### src/rtl/fp_pkg.sv
// Shared IEEE-754 single-precision definitions for the floating-point datapath
// (adder, multiplier, divider).
package fp_pkg;

  localparam int unsigned EXP_W = 8;
  localparam int unsigned MAN_W = 23;
  localparam int          BIAS  = 127;

  localparam logic [31:0] QNAN    = 32'h7FC00000;
  localparam logic [31:0] POS_INF = 32'h7F800000;

  typedef enum logic [1:0] {ZERO, NORM, INF, NAN} fp_class_t;

  typedef struct packed {
    logic             sign;
    logic [EXP_W-1:0] exp;
    logic [MAN_W-1:0] man;
  } fp32_t;

  // Denormals classify as ZERO so they are flushed on entry.
  function automatic fp_class_t fp_classify(fp32_t v);
    if (v.exp == '0) return ZERO;
    if (v.exp == '1) return (v.man == '0) ? INF : NAN;
    return NORM;
  endfunction

endpackage

### src/rtl/fp_divider_seq_if.sv
// Handshake and operand/result bundle of the sequential divider.
// Carries the underflow flag only when FP_DIV_UNDERFLOW_EN is defined.
interface fp_divider_seq_if;
  logic        start;
  logic [31:0] x;
  logic [31:0] y;
  logic        ready;
  logic        valid;
  logic [31:0] quotient;
  logic        overflow;
  logic        div_by_zero;
`ifdef FP_DIV_UNDERFLOW_EN
  logic        underflow;

  modport master (output start, x, y,
                  input  ready, valid, quotient, overflow, div_by_zero, underflow);
  modport slave  (input  start, x, y,
                  output ready, valid, quotient, overflow, div_by_zero, underflow);
`else
  modport master (output start, x, y,
                  input  ready, valid, quotient, overflow, div_by_zero);
  modport slave  (input  start, x, y,
                  output ready, valid, quotient, overflow, div_by_zero);
`endif
endinterface

### src/rtl/fp_round_rne.sv
// Combinational round-to-nearest-even of a normalised 24-bit mantissa, shared by the
// floating-point units; reports exponent overflow/underflow after rounding.
module fp_round_rne
  import fp_pkg::*;
(
  input  logic [MAN_W:0]          man_in,
  input  logic                    guard,
  input  logic                    sticky,
  input  logic signed [EXP_W+1:0] exp_in,
  output logic [MAN_W-1:0]        frac_out,
  output logic [EXP_W-1:0]        exp_out,
  output logic                    ovf,
  output logic                    unf
);
  localparam logic signed [EXP_W+1:0] ExpMax  = (EXP_W+2)'(2**EXP_W - 1);
  localparam logic signed [EXP_W+1:0] ExpZero = '0;

  logic                    inc;
  logic [MAN_W+1:0]        sum;
  logic                    carry;
  logic signed [EXP_W+1:0] exp_r;

  always_comb begin
    inc   = guard & (sticky | man_in[0]);
    sum   = {1'b0, man_in} + (MAN_W+2)'(inc);
    carry = sum[MAN_W+1];
    // A carry out leaves 1.000..0, so the renormalised fraction is just the upper bits.
    frac_out = carry ? sum[MAN_W:1] : sum[MAN_W-1:0];
    exp_r    = exp_in + $signed({{(EXP_W+1){1'b0}}, carry});
    exp_out  = exp_r[EXP_W-1:0];
    ovf      = (exp_r >= ExpMax);
    unf      = (exp_r <= ExpZero);
  end
endmodule

### src/rtl/fp_divider_seq.sv
// Iterative IEEE-754 single divider: radix-2 restoring, one quotient bit per cycle.
// Define FP_DIV_UNDERFLOW_EN to add the underflow flag output.
module fp_divider_seq
  import fp_pkg::*;
#(
  parameter int unsigned Q_BITS = 26
) (
  input logic             clk,
  input logic             rst,
  fp_divider_seq_if.slave bus
);
  localparam int unsigned     CntW    = $clog2(Q_BITS);
  localparam logic [CntW-1:0] LastCnt = CntW'(Q_BITS - 1);

  typedef enum logic [2:0] {StIdle, StUnpack, StDivide, StRound, StDone} state_e;
  state_e state_q, state_d;

  fp32_t                   x_q, y_q;
  logic signed [EXP_W+1:0] exp_q;
  logic [MAN_W:0]          mb_q;
  logic [MAN_W+1:0]        rem_q;
  logic [Q_BITS-1:0]       q_q;
  logic [CntW-1:0]         cnt_q;
  logic [31:0]             res_q, quotient_q;
  logic                    ovf_p_q, dbz_p_q, overflow_q, dbz_q, valid_q;

  logic                    ready, accept, sign;
  fp_class_t               cls_x, cls_y;
  logic                    special, special_dbz;
  logic [31:0]             special_res;
  logic                    ge;
  logic [MAN_W+1:0]        rem_sel;
  logic [Q_BITS-1:0]       q_n;
  logic signed [EXP_W+1:0] exp_n;
  logic                    guard, sticky;
  logic [MAN_W-1:0]        rnd_frac;
  logic [EXP_W-1:0]        rnd_exp;
  logic                    rnd_ovf, rnd_unf;

  always_ff @(posedge clk or posedge rst) begin
    if (rst) state_q <= StIdle;
    else     state_q <= state_d;
  end

  always_comb begin
    state_d = state_q;
    unique case (state_q)
      StIdle:   if (bus.start) state_d = StUnpack;
      StUnpack: state_d = special ? StDone : StDivide;
      StDivide: if (cnt_q == LastCnt) state_d = StRound;
      StRound:  state_d = StDone;
      StDone:   state_d = StIdle;
      default:  state_d = StIdle;
    endcase
  end

  always_comb begin
    ready  = (state_q == StIdle);
    accept = ready & bus.start;
  end

  always_comb begin
    sign        = x_q.sign ^ y_q.sign;
    cls_x       = fp_classify(x_q);
    cls_y       = fp_classify(y_q);
    special     = 1'b1;
    special_dbz = 1'b0;
    special_res = QNAN;
    if (cls_x == NAN || cls_y == NAN) begin
      special_res = QNAN;
    end else if ((cls_x == ZERO && cls_y == ZERO) || (cls_x == INF && cls_y == INF)) begin
      special_res = QNAN;
    end else if (cls_x == INF) begin
      special_res = POS_INF | {sign, 31'd0};
    end else if (cls_y == ZERO) begin
      special_res = POS_INF | {sign, 31'd0};
      special_dbz = 1'b1;
    end else if (cls_y == INF || cls_x == ZERO) begin
      special_res = {sign, 31'd0};
    end else begin
      special = 1'b0;
    end
  end

  always_comb begin
    ge      = (rem_q >= {1'b0, mb_q});
    rem_sel = ge ? rem_q - {1'b0, mb_q} : rem_q;
    // Quotient lies in [0.5, 2): at most one normalising left shift.
    q_n     = q_q[Q_BITS-1] ? q_q : {q_q[Q_BITS-2:0], 1'b0};
    exp_n   = q_q[Q_BITS-1] ? exp_q : exp_q - $signed((EXP_W+2)'(1));
    guard   = q_n[Q_BITS-MAN_W-2];
    sticky  = (|q_n[Q_BITS-MAN_W-3:0]) | (|rem_q);
  end

  fp_round_rne u_round (
    .man_in   (q_n[Q_BITS-1 -: MAN_W+1]),
    .guard    (guard),
    .sticky   (sticky),
    .exp_in   (exp_n),
    .frac_out (rnd_frac),
    .exp_out  (rnd_exp),
    .ovf      (rnd_ovf),
    .unf      (rnd_unf)
  );

  always_ff @(posedge clk or posedge rst) begin
    if (rst) begin
      x_q <= '0; y_q <= '0; exp_q <= '0; mb_q <= '0; rem_q <= '0; q_q <= '0;
      cnt_q <= '0; res_q <= '0; quotient_q <= '0; ovf_p_q <= 1'b0; dbz_p_q <= 1'b0;
      overflow_q <= 1'b0; dbz_q <= 1'b0; valid_q <= 1'b0;
    end else begin
      valid_q <= 1'b0;
      unique case (state_q)
        StIdle: if (accept) begin
          x_q        <= bus.x;
          y_q        <= bus.y;
          overflow_q <= 1'b0;
          dbz_q      <= 1'b0;
        end
        StUnpack: begin
          ovf_p_q <= 1'b0;
          dbz_p_q <= special_dbz;
          res_q   <= special_res;
          exp_q   <= (EXP_W+2)'(int'(x_q.exp) - int'(y_q.exp) + BIAS);
          mb_q    <= {1'b1, y_q.man};
          rem_q   <= {2'b01, x_q.man};
          q_q     <= '0;
          cnt_q   <= '0;
        end
        StDivide: begin
          rem_q <= rem_sel << 1;
          q_q   <= {q_q[Q_BITS-2:0], ge};
          cnt_q <= cnt_q + 1'b1;
        end
        StRound: begin
          ovf_p_q <= rnd_ovf;
          if (rnd_ovf)      res_q <= POS_INF | {sign, 31'd0};
          else if (rnd_unf) res_q <= {sign, 31'd0};
          else              res_q <= {sign, rnd_exp, rnd_frac};
        end
        StDone: begin
          valid_q    <= 1'b1;
          quotient_q <= res_q;
          overflow_q <= ovf_p_q;
          dbz_q      <= dbz_p_q;
        end
        default: ;
      endcase
    end
  end

`ifdef FP_DIV_UNDERFLOW_EN
  logic unf_p_q, unf_q;

  // Only the normal path can underflow; specials leave the pending flag clear.
  always_ff @(posedge clk or posedge rst) begin
    if (rst) begin
      unf_p_q <= 1'b0;
      unf_q   <= 1'b0;
    end else begin
      if (accept)               unf_q   <= 1'b0;
      if (state_q == StUnpack)  unf_p_q <= 1'b0;
      if (state_q == StRound)   unf_p_q <= rnd_unf;
      if (state_q == StDone)    unf_q   <= unf_p_q;
    end
  end

  assign bus.underflow = unf_q;
`else
  // Results below the normal range are flushed to signed zero without a flag.
`endif

  assign bus.ready       = ready;
  assign bus.valid       = valid_q;
  assign bus.quotient    = quotient_q;
  assign bus.overflow    = overflow_q;
  assign bus.div_by_zero = dbz_q;
endmodule

### src/flat_wrapper.sv
// flat-port wrapper written by rule: the top's interface ports become plain ports
module fp_divider_seq_flat import fp_pkg::*;
#(
  parameter int unsigned Q_BITS = 26
)
  (clk, rst, bus_start, bus_x, bus_y, bus_ready, bus_valid, bus_quotient, bus_overflow, bus_div_by_zero);
  fp_divider_seq_if bus_i ();
  input logic clk;
  input logic rst;
  input wire logic [$bits(bus_i.start)-1:0] bus_start;
  input wire logic [$bits(bus_i.x)-1:0] bus_x;
  input wire logic [$bits(bus_i.y)-1:0] bus_y;
  output wire logic [$bits(bus_i.ready)-1:0] bus_ready;
  output wire logic [$bits(bus_i.valid)-1:0] bus_valid;
  output wire logic [$bits(bus_i.quotient)-1:0] bus_quotient;
  output wire logic [$bits(bus_i.overflow)-1:0] bus_overflow;
  output wire logic [$bits(bus_i.div_by_zero)-1:0] bus_div_by_zero;
  assign bus_i.start = bus_start;
  assign bus_i.x = bus_x;
  assign bus_i.y = bus_y;
  assign bus_ready = bus_i.ready;
  assign bus_valid = bus_i.valid;
  assign bus_quotient = bus_i.quotient;
  assign bus_overflow = bus_i.overflow;
  assign bus_div_by_zero = bus_i.div_by_zero;
  fp_divider_seq #(.Q_BITS(Q_BITS)) u_core (.clk(clk), .rst(rst), .bus(bus_i));
endmodule
### config.mk
export PLATFORM = sky130hd
export DESIGN_NAME = fp_divider_seq_flat
export DESIGN_NICKNAME = d
export VERILOG_FILES = /design/src/rtl/fp_pkg.sv /design/src/rtl/fp_divider_seq_if.sv /design/src/rtl/fp_round_rne.sv /design/src/rtl/fp_divider_seq.sv /design/src/flat_wrapper.sv
export SDC_FILE = /design/constraint.sdc
export NUM_CORES = 1
export LEC_CHECK = 0
export ABC_AREA = 1
export CAP_MARGIN = 20
export CORE_ASPECT_RATIO = 1.4
export CORE_UTILIZATION = 35
export CTS_CLUSTER_SIZE = 12
export DETAILED_ROUTE_END_ITERATION = 8
export PLACE_DENSITY = 0.49
export SYNTH_ARGS = -nofsm -noshare
export SYNTH_HDL_FRONTEND = slang
export SYNTH_SLANG_ARGS = --single-unit
### constraint.sdc
create_clock -name clk -period 16.2 [get_ports clk]
set_input_delay 4.86 -clock clk [delete_from_list [all_inputs] [get_ports clk]]
set_output_delay 4.86 -clock clk [all_outputs]
set_load 0.05 [all_outputs]
==> results.tsv <==
stage	metric	value	unit
clocking	post-cts-setup-buffer-count	0	
setup_path	critical_path_class	reg -> out	
global_route	grt_usage	0.188	
min_path	min_to	u_core.mb_q[23]	
route	ant_nets	0	
floorplanning	fp.dieH	230	um
synth	synth_cell_types	54	
global_route	grt_max_degree	97	
clocking	htreeDepth	1	
final_layout	multiInputGateArea	6120	um^2
final_layout	nets	1869	
final_layout	mostFrequentLayoutCells	nand2_1, inv_1, dfrtp_1	
route	vias	10800	
route	post_drt_wl_per_cell	15.3	um
synth	syn_nets	1788	
synth	ys_seq_elements	226	
sta	finalHoldViolCount	0	
sta	report.final.slew_viol_count	0	
final_layout	stdcell_count	2246	
final_layout	ff_latch_area	5660	um^2
setup_path	crit_chain	nor2_1 -> inv_1 -> nor2_1 -> clkdlybuf4s50_1	
floorplanning	coreArea	36600	um^2
synth	ys_seq_area_frac	0.436	
global_route	grt_pass1_vias	10800	
min_path	hold_path_class	reg -> reg	
clocking	cts_buffers	25	
route	first_pass_iters	6	
clocking	cts_tree	yes	
global_route	antenna_found_initial	0	
synth	synth_ff_type	dfrtp_1	
min_path	whs_path_depth	2	
min_path	hp-start	u_core.mb_q[23]	
place	dpl.cell_count	2200	
sta	grt_setup_unrepaired	no	
setup_path	r2r_cells	29	
setup_path	rr_endpoint	u_core.res_q[14]	
sta	slew_headroom	0.410	
route	drcViolationCount	0	
synth	syn_inst	1680	
clocking	postCtsResizedCells	0	
setup_path	cpMostUsedCell	nor2_1	
place	post_dp_cell_area	14400	um^2
power_and_ir_drop	p_per_area	207	nW/um^2
place	place_congestion	0.888	
route	vias_per_cell	4.80	
final_layout	n_antenna_cell	0	
synth	synth_edf_count	0	
setup_path	max_stage_delay	0.84	ns
setup_path	crit_family	buffers and inverters	
final_layout	drive_gt1_frac	0.0753	
setup_path	cp_slowest_cell	clkdlybuf4s50_1	
setup_path	startpoint_type	register	
setup_path	end_kind	output pin	
final_layout	fill_cells	3817	
floorplanning	io_pins	103	
run_status	status	completed	
setup_path	timing.rr.start	u_core.q_q[25]	
global_route	grt_first_pass_wirelength	56100	um
sta	clock.fmax	143	MHz
sta	fin_worst_skew	0.0156	ns
setup_path	cp.arrival	2.14	ns
sta	finalSetupTns	0	ns
final_layout	layout_commonest_cell	nand2_1	
job	maxCapViolations	0	
clocking	cts.sinks	226	
sta	min_period	7.00	ns
floorplanning	start_util	0.355	
sta	tightest_slew	0.882	ns
global_route	globalRoute.totalOverflow	0	
setup_path	crit_required	11.34	ns
sta	setup_violations	0	
power_and_ir_drop	power_leakage	7.04	nW
clocking	clkTransAtPathRegs	0.07	ns
setup_path	reg2reg_setup_slack	11.64	ns
place	dp_hpwl	25500	um
clocking	cts-root-buf	clkbuf_16	
place	io_buffer_count	102	
clocking	clk_latency	0.54	ns
sta	fin_crit_sh	0.432	
floorplanning	die_x	165	um
route	drtIter0Drc	582	
setup_path	cp_max_fo	4	
clocking	ctsHoldBuffers	0	
route	wl	34500	um
synth	synth.cell_area	13000	um^2
final_layout	syn_to_final_growth	17.4	%
synth	synthArstFlopShare	1.00	
floorplanning	num_rows	83	
floorplanning	die_area	37900	um^2
final_layout	design_area	15200	um^2
synth	syn_area_per_cell	7.72	um^2
synth	ys.warnings.count	0	
power_and_ir_drop	vdd_ir_drop_max	122	uV
setup_path	path_buf_inv	2	
clocking	cts_max_path_buffers	3	
## worst register-to-register path, delay by kind of cell, from the launching register on
kind	cells	cell delay [ns]
AOI/OAI and AO/OA	2	0.24
DFF	1	0.65
adders and majority gates	3	0.59
and+or+nand+nor	22	2.84
buffers and inverters	2	0.17
## worst max path at each step
| stage | depth (start not counted) | start | endpoint | slack, ns |
|---|---|---|---|---|
| global route | 4 | u_core.state_q[0] | bus_ready | 9.04 |
| global placement | 4 | rst | u_core.x_q[9] | 8.42 |
| CTS | 4 | rst | u_core.x_q[22] | 8.96 |
| finish | 4 | u_core.state_q[0] | bus_ready | 9.20 |
| detailed placement | 4 | rst | u_core.x_q[9] | 8.37 |
| floorplan | 1 | rst | u_core.bus.div_by_zero | 5.15 |
## layout make-up
class,count,area share
multi-input combinational,1152,0.402
sequential,226,0.371
timing repair buffer,116,0.0752
inverter,240,0.0598
clock buffer,39,0.0498
tap,467,0.0384
clock inverter,6,0.00386
## kinds of logic after synthesis
logic type,synth area share
AO/OA/AOI/OAI,0.142
XOR/XNOR,0.0331
adder cells (fa/ha/maj),0.0407
buffers and inverters,0.0933
flip-flops,0.436
AND/OR/NAND/NOR,0.255
## layer usage
layer	track usage	share of wire	vias to the layer above	wire (um)
li1	-	-	5593	-
met1	0.217	0.41	4970	14200
met2	0.348	0.53	160	18200
met3	0.0198	0.028	67	959
met4	0.0734	0.034	0	1190
met5	0	0	-	0
## synth_stat cells (3+ instances only)
cell      instances  area share
nor4_1           16      0.0077
o21ai_0         147       0.057
o31ai_1           5      0.0029
nor3_1           18      0.0069
a21oi_1          52       0.020
nor2_1          125       0.036
nand3_2           4      0.0031
o21bai_1         11      0.0064
o21ai_2           9      0.0061
buf_1             6      0.0017
inv_1           229       0.066
o22ai_2          10      0.0096
nand4_1          25       0.012
nor2_2            7      0.0034
clkbuf_1         44       0.013
a21o_1            3      0.0017
nor3_2            3      0.0023
dfrtp_1         226        0.44
inv_2             8      0.0023
o21ai_1          18      0.0069
buf_6             7      0.0061
nor2_4            7      0.0061
xor2_1           37       0.025
nand3b_1          3      0.0017
ha_1             39       0.038
nand3_1          69       0.027
a31oi_1           4      0.0019
nand2_2          14      0.0068
o22ai_1          33       0.016
nand2_1         442        0.13
xnor2_1          12      0.0081
o211ai_1          7      0.0041
a22oi_1           8      0.0046
## registers in the layout (all words and copies together) (netlist names), 3 cells and up
signal               flops
u_core.x_q              32
u_core.mb_q             24
u_core.q_q              26
u_core.exp_q            10
u_core.bus.quotient     32
u_core.state_q           3
u_core.res_q            32
u_core.rem_q            25
u_core.cnt_q             5
u_core.y_q              32
## report_power, final
part / switching, mW / leakage [nW] / total [mW] / internal, mW
registers: 0.138 / 2.87 / 0.897 / 0.758
clock network: 0.235 / 0.407 / 0.571 / 0.336
logic: 1.12 / 3.76 / 1.68 / 0.562
total: 1.50 / 7.04 / 3.15 / 1.66
## per-stage QoR
stage / hold slack [ns] / utilization / worst slack (ns) / total power, mW
after floorplan: 0.426 / - / 5.15 / 2.14
after global placement: 0.455 / 0.394 / 8.42 / 2.58
after detailed placement: 0.457 / 0.394 / 8.37 / 2.60
after CTS: 0.469 / 0.416 / 8.96 / 3.19
after global routing: 0.482 / 0.417 / 9.04 / 3.45
final: 0.468 / 0.417 / 9.20 / 3.15
(Power assumes the default switching activity.)
